**config.mk**
```make
export PLATFORM = sky130hd
export DESIGN_NAME = mem_port_arbiter
export DESIGN_NICKNAME = d
export VERILOG_FILES = /design/src/rtl/mem_port_arbiter_pkg.sv /design/src/rtl/mem_port_arbiter_wait_timer.sv /design/src/rtl/mem_port_arbiter.sv
export SDC_FILE = /design/constraint.sdc
export NUM_CORES = 1
export LEC_CHECK = 0
export CAP_MARGIN = 20
export CORE_AREA = 2 2 144 146
export DETAILED_ROUTE_END_ITERATION = 8
export DIE_AREA = 0 0 146 148
export GPL_TIMING_DRIVEN = 0
export PLACE_DENSITY_LB_ADDON = 0.2
export SLEW_MARGIN = 30
export SYNTH_ARGS = -nofsm -noshare
export SYNTH_HDL_FRONTEND = slang
export SYNTH_HIERARCHICAL = 1
export SYNTH_SLANG_ARGS = --single-unit
export TNS_END_PERCENT = 30
```
**constraint.sdc**
```tcl
create_clock -name clk -period 7.4 [get_ports clk]
set_input_delay 1.48 -clock clk [delete_from_list [all_inputs] [get_ports clk]]
set_output_delay 1.48 -clock clk [all_outputs]
set_load 0.01 [all_outputs]
```
**src/rtl/mem_port_arbiter_pkg.sv**
```systemverilog
// Shared state encoding and default limits for the memory port arbiter.
package mem_port_arbiter_pkg;

    localparam int DEFAULT_TIMEOUT      = 16;
    localparam int DEFAULT_STARVE_LIMIT = 8;

    typedef enum logic [2:0] {
        ST_IDLE    = 3'd0,
        ST_DATA    = 3'd1,
        ST_FETCH   = 3'd2,
        ST_EXT     = 3'd3,
        ST_RELEASE = 3'd4
    } arb_state_t;

    function automatic logic is_transfer(input arb_state_t s);
        return (s == ST_DATA) || (s == ST_FETCH) || (s == ST_EXT);
    endfunction

endpackage

```
**src/rtl/mem_port_arbiter_wait_timer.sv**
```systemverilog
// Wait-state counter for one memory transfer; strobes expired on the last
// permitted cycle without a ready.
module mem_port_arbiter_wait_timer #(
    parameter int TIMEOUT = 16
) (
    input  logic clk,
    input  logic rst,
    input  logic clear,
    input  logic enable,
    output logic expired
);

    localparam int W = $clog2(TIMEOUT);

    logic [W-1:0] count;

    always_ff @(posedge clk or negedge rst) begin
        if (!rst) begin
            count <= '0;
        end else if (clear) begin
            count <= '0;
        end else if (enable) begin
            count <= count + W'(1);
        end
    end

    assign expired = enable && (count == W'(TIMEOUT - 1));

endmodule

```
**src/rtl/mem_port_arbiter.sv**
```systemverilog
// Shares the external memory port between core fetch, core data and an
// external master, and stalls the core while its accesses are outstanding.
module mem_port_arbiter
    import mem_port_arbiter_pkg::*;
#(
    parameter int TIMEOUT      = DEFAULT_TIMEOUT,
    parameter int STARVE_LIMIT = DEFAULT_STARVE_LIMIT
) (
    input  logic        clk,
    input  logic        rst,
    input  logic        if_req_i,
    input  logic [31:0] if_addr_i,
    output logic [31:0] if_data_o,
    input  logic        d_rd_i,
    input  logic [3:0]  d_wr_en_i,
    input  logic [31:0] d_addr_i,
    input  logic [31:0] d_wdata_i,
    output logic [31:0] d_rdata_o,
    output logic        pause_o,
    input  logic        ext_req_i,
    input  logic [31:0] ext_addr_i,
    input  logic [3:0]  ext_wr_en_i,
    input  logic [31:0] ext_wdata_i,
    output logic        ext_gnt_o,
    output logic        ext_done_o,
    output logic [31:0] ext_rdata_o,
    output logic        mem_cs_o,
    output logic [31:0] mem_addr_o,
    output logic [3:0]  mem_wr_en_o,
    output logic [31:0] mem_wdata_o,
    input  logic [31:0] mem_rdata_i,
    input  logic        mem_ready_i,
    output logic        err_o
);

    localparam int SW = $clog2(STARVE_LIMIT + 1);

    arb_state_t    state;
    arb_state_t    eff_state;
    arb_state_t    next_state;
    logic          data_done;
    logic          fetch_done;
    logic [SW-1:0] starve_cnt;
    logic          data_pend;
    logic          fetch_pend;
    logic          core_pend;
    logic          active;
    logic          timed_out;
    logic          xfer_done;
    logic [31:0]   cap_data;

    assign data_pend  = d_rd_i || (d_wr_en_i != 4'd0);
    assign fetch_pend = if_req_i;
    assign core_pend  = data_pend || fetch_pend;

    // IDLE arbitrates in the same cycle it is occupied, so a steady core
    // stream costs only the transfer cycles plus the RELEASE cycle.
    always_comb begin
        eff_state = state;
        if (!rst) begin
            eff_state = ST_IDLE;
        end else if (state == ST_IDLE) begin
            if (ext_req_i && (starve_cnt == SW'(STARVE_LIMIT))) begin
                eff_state = ST_EXT;
            end else if (data_pend && !data_done) begin
                eff_state = ST_DATA;
            end else if (fetch_pend && !fetch_done) begin
                eff_state = ST_FETCH;
            end else if (ext_req_i) begin
                eff_state = ST_EXT;
            end
        end
    end

    assign active    = is_transfer(eff_state);
    assign xfer_done = active && (mem_ready_i || timed_out);
    assign cap_data  = mem_ready_i ? mem_rdata_i : 32'h0;

    always_comb begin
        next_state = eff_state;
        case (eff_state)
            ST_DATA: begin
                if (xfer_done) begin
                    next_state = (fetch_pend && !fetch_done) ? ST_FETCH : ST_RELEASE;
                end
            end
            ST_FETCH: begin
                if (xfer_done) begin
                    next_state = ST_RELEASE;
                end
            end
            ST_EXT: begin
                if (xfer_done) begin
                    next_state = ST_IDLE;
                end
            end
            default: next_state = ST_IDLE;
        endcase
    end

    mem_port_arbiter_wait_timer #(
        .TIMEOUT(TIMEOUT)
    ) u_wait_timer (
        .clk    (clk),
        .rst    (rst),
        .clear  (!active || xfer_done),
        .enable (active && !mem_ready_i),
        .expired(timed_out)
    );

    always_ff @(posedge clk or negedge rst) begin
        if (!rst) begin
            state      <= ST_IDLE;
            data_done  <= 1'b0;
            fetch_done <= 1'b0;
            starve_cnt <= '0;
            if_data_o  <= 32'h0;
            d_rdata_o  <= 32'h0;
        end else begin
            state <= next_state;
            case (eff_state)
                ST_DATA: begin
                    if (xfer_done) begin
                        data_done <= 1'b1;
                        if (d_wr_en_i == 4'd0) begin
                            d_rdata_o <= cap_data;
                        end
                    end
                end
                ST_FETCH: begin
                    if (xfer_done) begin
                        fetch_done <= 1'b1;
                        if_data_o  <= cap_data;
                    end
                end
                ST_EXT: starve_cnt <= '0;
                ST_RELEASE: begin
                    data_done  <= 1'b0;
                    fetch_done <= 1'b0;
                    if (ext_req_i && (starve_cnt != SW'(STARVE_LIMIT))) begin
                        starve_cnt <= starve_cnt + SW'(1);
                    end
                end
                default: ;
            endcase
        end
    end

    always_comb begin
        mem_addr_o  = 32'h0;
        mem_wr_en_o = 4'd0;
        mem_wdata_o = 32'h0;
        case (eff_state)
            ST_DATA: begin
                mem_addr_o  = d_addr_i;
                mem_wr_en_o = d_wr_en_i;
                mem_wdata_o = d_wdata_i;
            end
            ST_FETCH: mem_addr_o = if_addr_i;
            ST_EXT: begin
                mem_addr_o  = ext_addr_i;
                mem_wr_en_o = ext_wr_en_i;
                mem_wdata_o = ext_wdata_i;
            end
            default: ;
        endcase
    end

    assign mem_cs_o    = active;
    assign ext_gnt_o   = (eff_state == ST_EXT);
    assign ext_done_o  = ext_gnt_o && xfer_done;
    assign ext_rdata_o = ext_done_o ? cap_data : 32'h0;
    assign err_o       = active && timed_out;
    assign pause_o     = rst && core_pend && (eff_state != ST_RELEASE);

endmodule

```
==> results.cfg <==
[logic_synthesis]
synth.top_cell.area_share = 0.398
synthArstFlopShare = 1.00
yosys.area.top_type = dfrtp_1
yosysWarnings = 6
synth-xor-area-share = 0.00181
synthFlopType = dfrtp_1
ys_seq_area_frac = 0.398
yosysMostFrequentCell = nand2_1
synth_cell_types = 47
synth_top_family_by_area = compound AO/OA/AOI/OAI gates
synth-adder-area-share = 0.00776
synthSimpleGateAreaFrac = 0.208
synth.mux.area_fraction = 0.0724
syn_area_mm2 = 0.00484
synth_compound_area_frac = 0.235
synthCells = 605
ys_ff_latch = 77
syn_area_per_cell_um2 = 8.00
syn_nets = 814
synth_edf_count = 0
ys_top_cells_by_area = dfrtp_1 (40%), nand2_1 (13%), a21oi_1 (7.7%)
synth.top_cells.by_count = nand2_1 (166), dfrtp_1 (77), a21oi_1 (74)

[clock_network]
clk_transition_reported_paths_ps = 60
cts-resized-gates = 0
cts-root-buf = clkbuf_16
post_cts.repair.setup_buffers = 0
ctsHoldBuffers = 0
cts.path.max_buffers = 2
clk_latency_ps = 340
cts_buffers = 9
cts.sinks = 77
htreeDepth = 3
cts_tree = built

[power]
leakage_nw = 3.94
ir_drop_v = 0.000216
total_power_mw = 2.86
power.density_mw_per_mm2 = 309

[final_layout]
final_nets = 1199
fillerInstances = 2038
multi_input_area_mm2 = 0.00254
synthToLayoutAreaGrowth_pct = 91.3
drive_gt1_frac = 0.0402
seq_area_mm2 = 0.00193
fin_cells = 1266

[detailed_routing]
vias_per_cell = 4.70
drtIter0Drc = 145
vias = 5953
drt-total-wl_um = 22600
drc_errors = 0
wl_per_cell_um = 17.9
dr.pass1.iters = 6
ant_nets = 0

[floorplan]
die_w_um = 146
fp.dieH_um = 148
coreArea_mm2 = 0.0200
die-area_mm2 = 0.0216
initial_utilization = 0.241
io-pin-count = 375
rows = 52

[timing]
skew_ps = 9.40
setup_tns_ps = 0
min_period_ps = 6800
fin_ws_ps = 604
worst_pin_slew_ps = 820
fmaxAchievable_mhz = 147
slew_headroom = 0.449
setup_viol = 0
fin_crit_sh = 0.918
slew_violations = 0
rsz0062_at_grt = no
final_hold_viol_count = 0

[global_route]
grt_pass1_vias = 6119
grt_usage = 0.203
antenna_found_initial = 1
grt_max_degree = 41
grt_pass1_wl_um = 34500
gr-total-overflow = 0

[critical_path]
cp-endpoint = ext_done_o
required_ps = 5920
r2r_setup_slack_ps = 3080
crit_path_end_kind = primary output
ff2ff_path_depth = 16
crit_start = rst
critPathMaxFanout = 40
regToRegEndpoint = if_data_o[9]
r2r_start = starve_cnt[0]
arrival_ps = 5320
path_class = in -> out
cp-start-kind = primary input

[place]
hpwlAfterDp_um = 18300
numPortBuffers = 373
dpl_worst_slack_ps = 528
dp_cells = 1249
place.gp.congestion = 0.861

[hold_path]
min_path_type = reg -> reg

[job]
cap_violations = 0

[run_status]
outcome = complete, no violations
## cell type report
| type | count | area share |
|---|---|---|
| multi-input cells | 437 | 0.275 |
| repair buffers | 374 | 0.406 |
| diodes | 1 | 0.000270 |
| well taps | 270 | 0.0365 |
| clock inverters | 6 | 0.0101 |
| plain buffers | 57 | 0.0262 |
| clock buffers | 10 | 0.0247 |
| flip-flops and latches | 77 | 0.208 |
| inverters | 34 | 0.0138 |
## worst max-delay path, stage by stage
cell and delay [ps]:
buf_6 320, buf_12 290, clkbuf_1 360, nand2b_1 130
a211oi_1 190, a221o_1 280, clkbuf_1 420, a2bb2oi_1 340
nor2b_1 200, buf_6 150, and4_1 270, nor2_1 150
nor2_1 140, clkdlybuf4s50_1 560
## metal layers
metal,vias to the layer above,track usage,part of all wire
li1,2877,-,-
met1,2769,0.240,0.40
met2,267,0.349,0.48
met3,40,0.0602,0.084
met4,0,0.0791,0.032
met5,-,0,0
## cell usage in the layout (no fill, tap or decap), types with 2 or more instances in the layout
master | Yosys | routed
buf_6 | 1 | 2
inv_1 | 33 | 33
a311oi_1 | 32 | 32
o31ai_1 | 2 | 2
nand3_1 | 3 | 3
buf_2 | 14 | 14
nand3b_1 | 3 | 3
inv_6 | 0 | 2
nand2b_1 | 5 | 5
a32o_1 | 28 | 28
clkdlybuf4s50_1 | 0 | 372
nand2_1 | 166 | 166
mux2_1 | 4 | 4
a21oi_1 | 74 | 74
buf_1 | 3 | 3
o21ai_0 | 3 | 3
nor2b_1 | 5 | 5
o2bb2ai_1 | 2 | 2
and2_1 | 9 | 9
nor2_1 | 37 | 37
a22o_1 | 4 | 4
ha_1 | 3 | 3
clkbuf_1 | 38 | 39
bufinv_16 | 0 | 2
a2bb2oi_1 | 2 | 2
nor3_1 | 2 | 2
dfrtp_1 | 77 | 77
or3_1 | 3 | 3
clkbuf_16 | 0 | 9
o211ai_1 | 3 | 3
mux2i_1 | 29 | 29
## where the power goes
group | total (mW) | switching (mW) | internal [mW]
clock | 0.478 | 0.179 | 0.298
combinational | 1.71 | 0.821 | 0.887
sequential | 0.671 | 0.0879 | 0.583
## worst min path at each step
stage                     cells after the start          start  slack [ps]             to
final                                         1  if_data_o[21]         490  if_data_o[21]
after global routing                          1  if_data_o[25]         510  if_data_o[25]
after CTS                                     1  if_data_o[21]         490  if_data_o[21]
after detailed placement                      1      data_done         470      data_done
after floorplan                               1      data_done         460      data_done
after global placement                        1   if_data_o[2]         470   if_data_o[2]
## kinds of logic after synthesis
family	count (synthesis)
AND/OR/NAND/NOR	239
AO/OA/AOI/OAI	160
buffers and inverters	91
flip-flops	77
multiplexers	34
adder cells (fa/ha/maj)	3
XOR/XNOR	1
## stage by stage
step	hold WS, ps	utilization	cell area [µm²]
final	490	0.462	9260
after global routing	511	0.462	9260
after CTS	494	0.462	9250
after detailed placement	475	0.446	8930
after global placement	472	0.445	8910
after floorplan	457	-	4840
## flip-flops by register name (all words and copies together), names as in the netlist
signal / count
if_data_o: 32
starve_cnt: 4
u_wait_timer/count: 4
state: 3
d_rdata_o: 32
data_done: 1
fetch_done: 1
No activity file was read; power rests on OpenSTA's default activity.
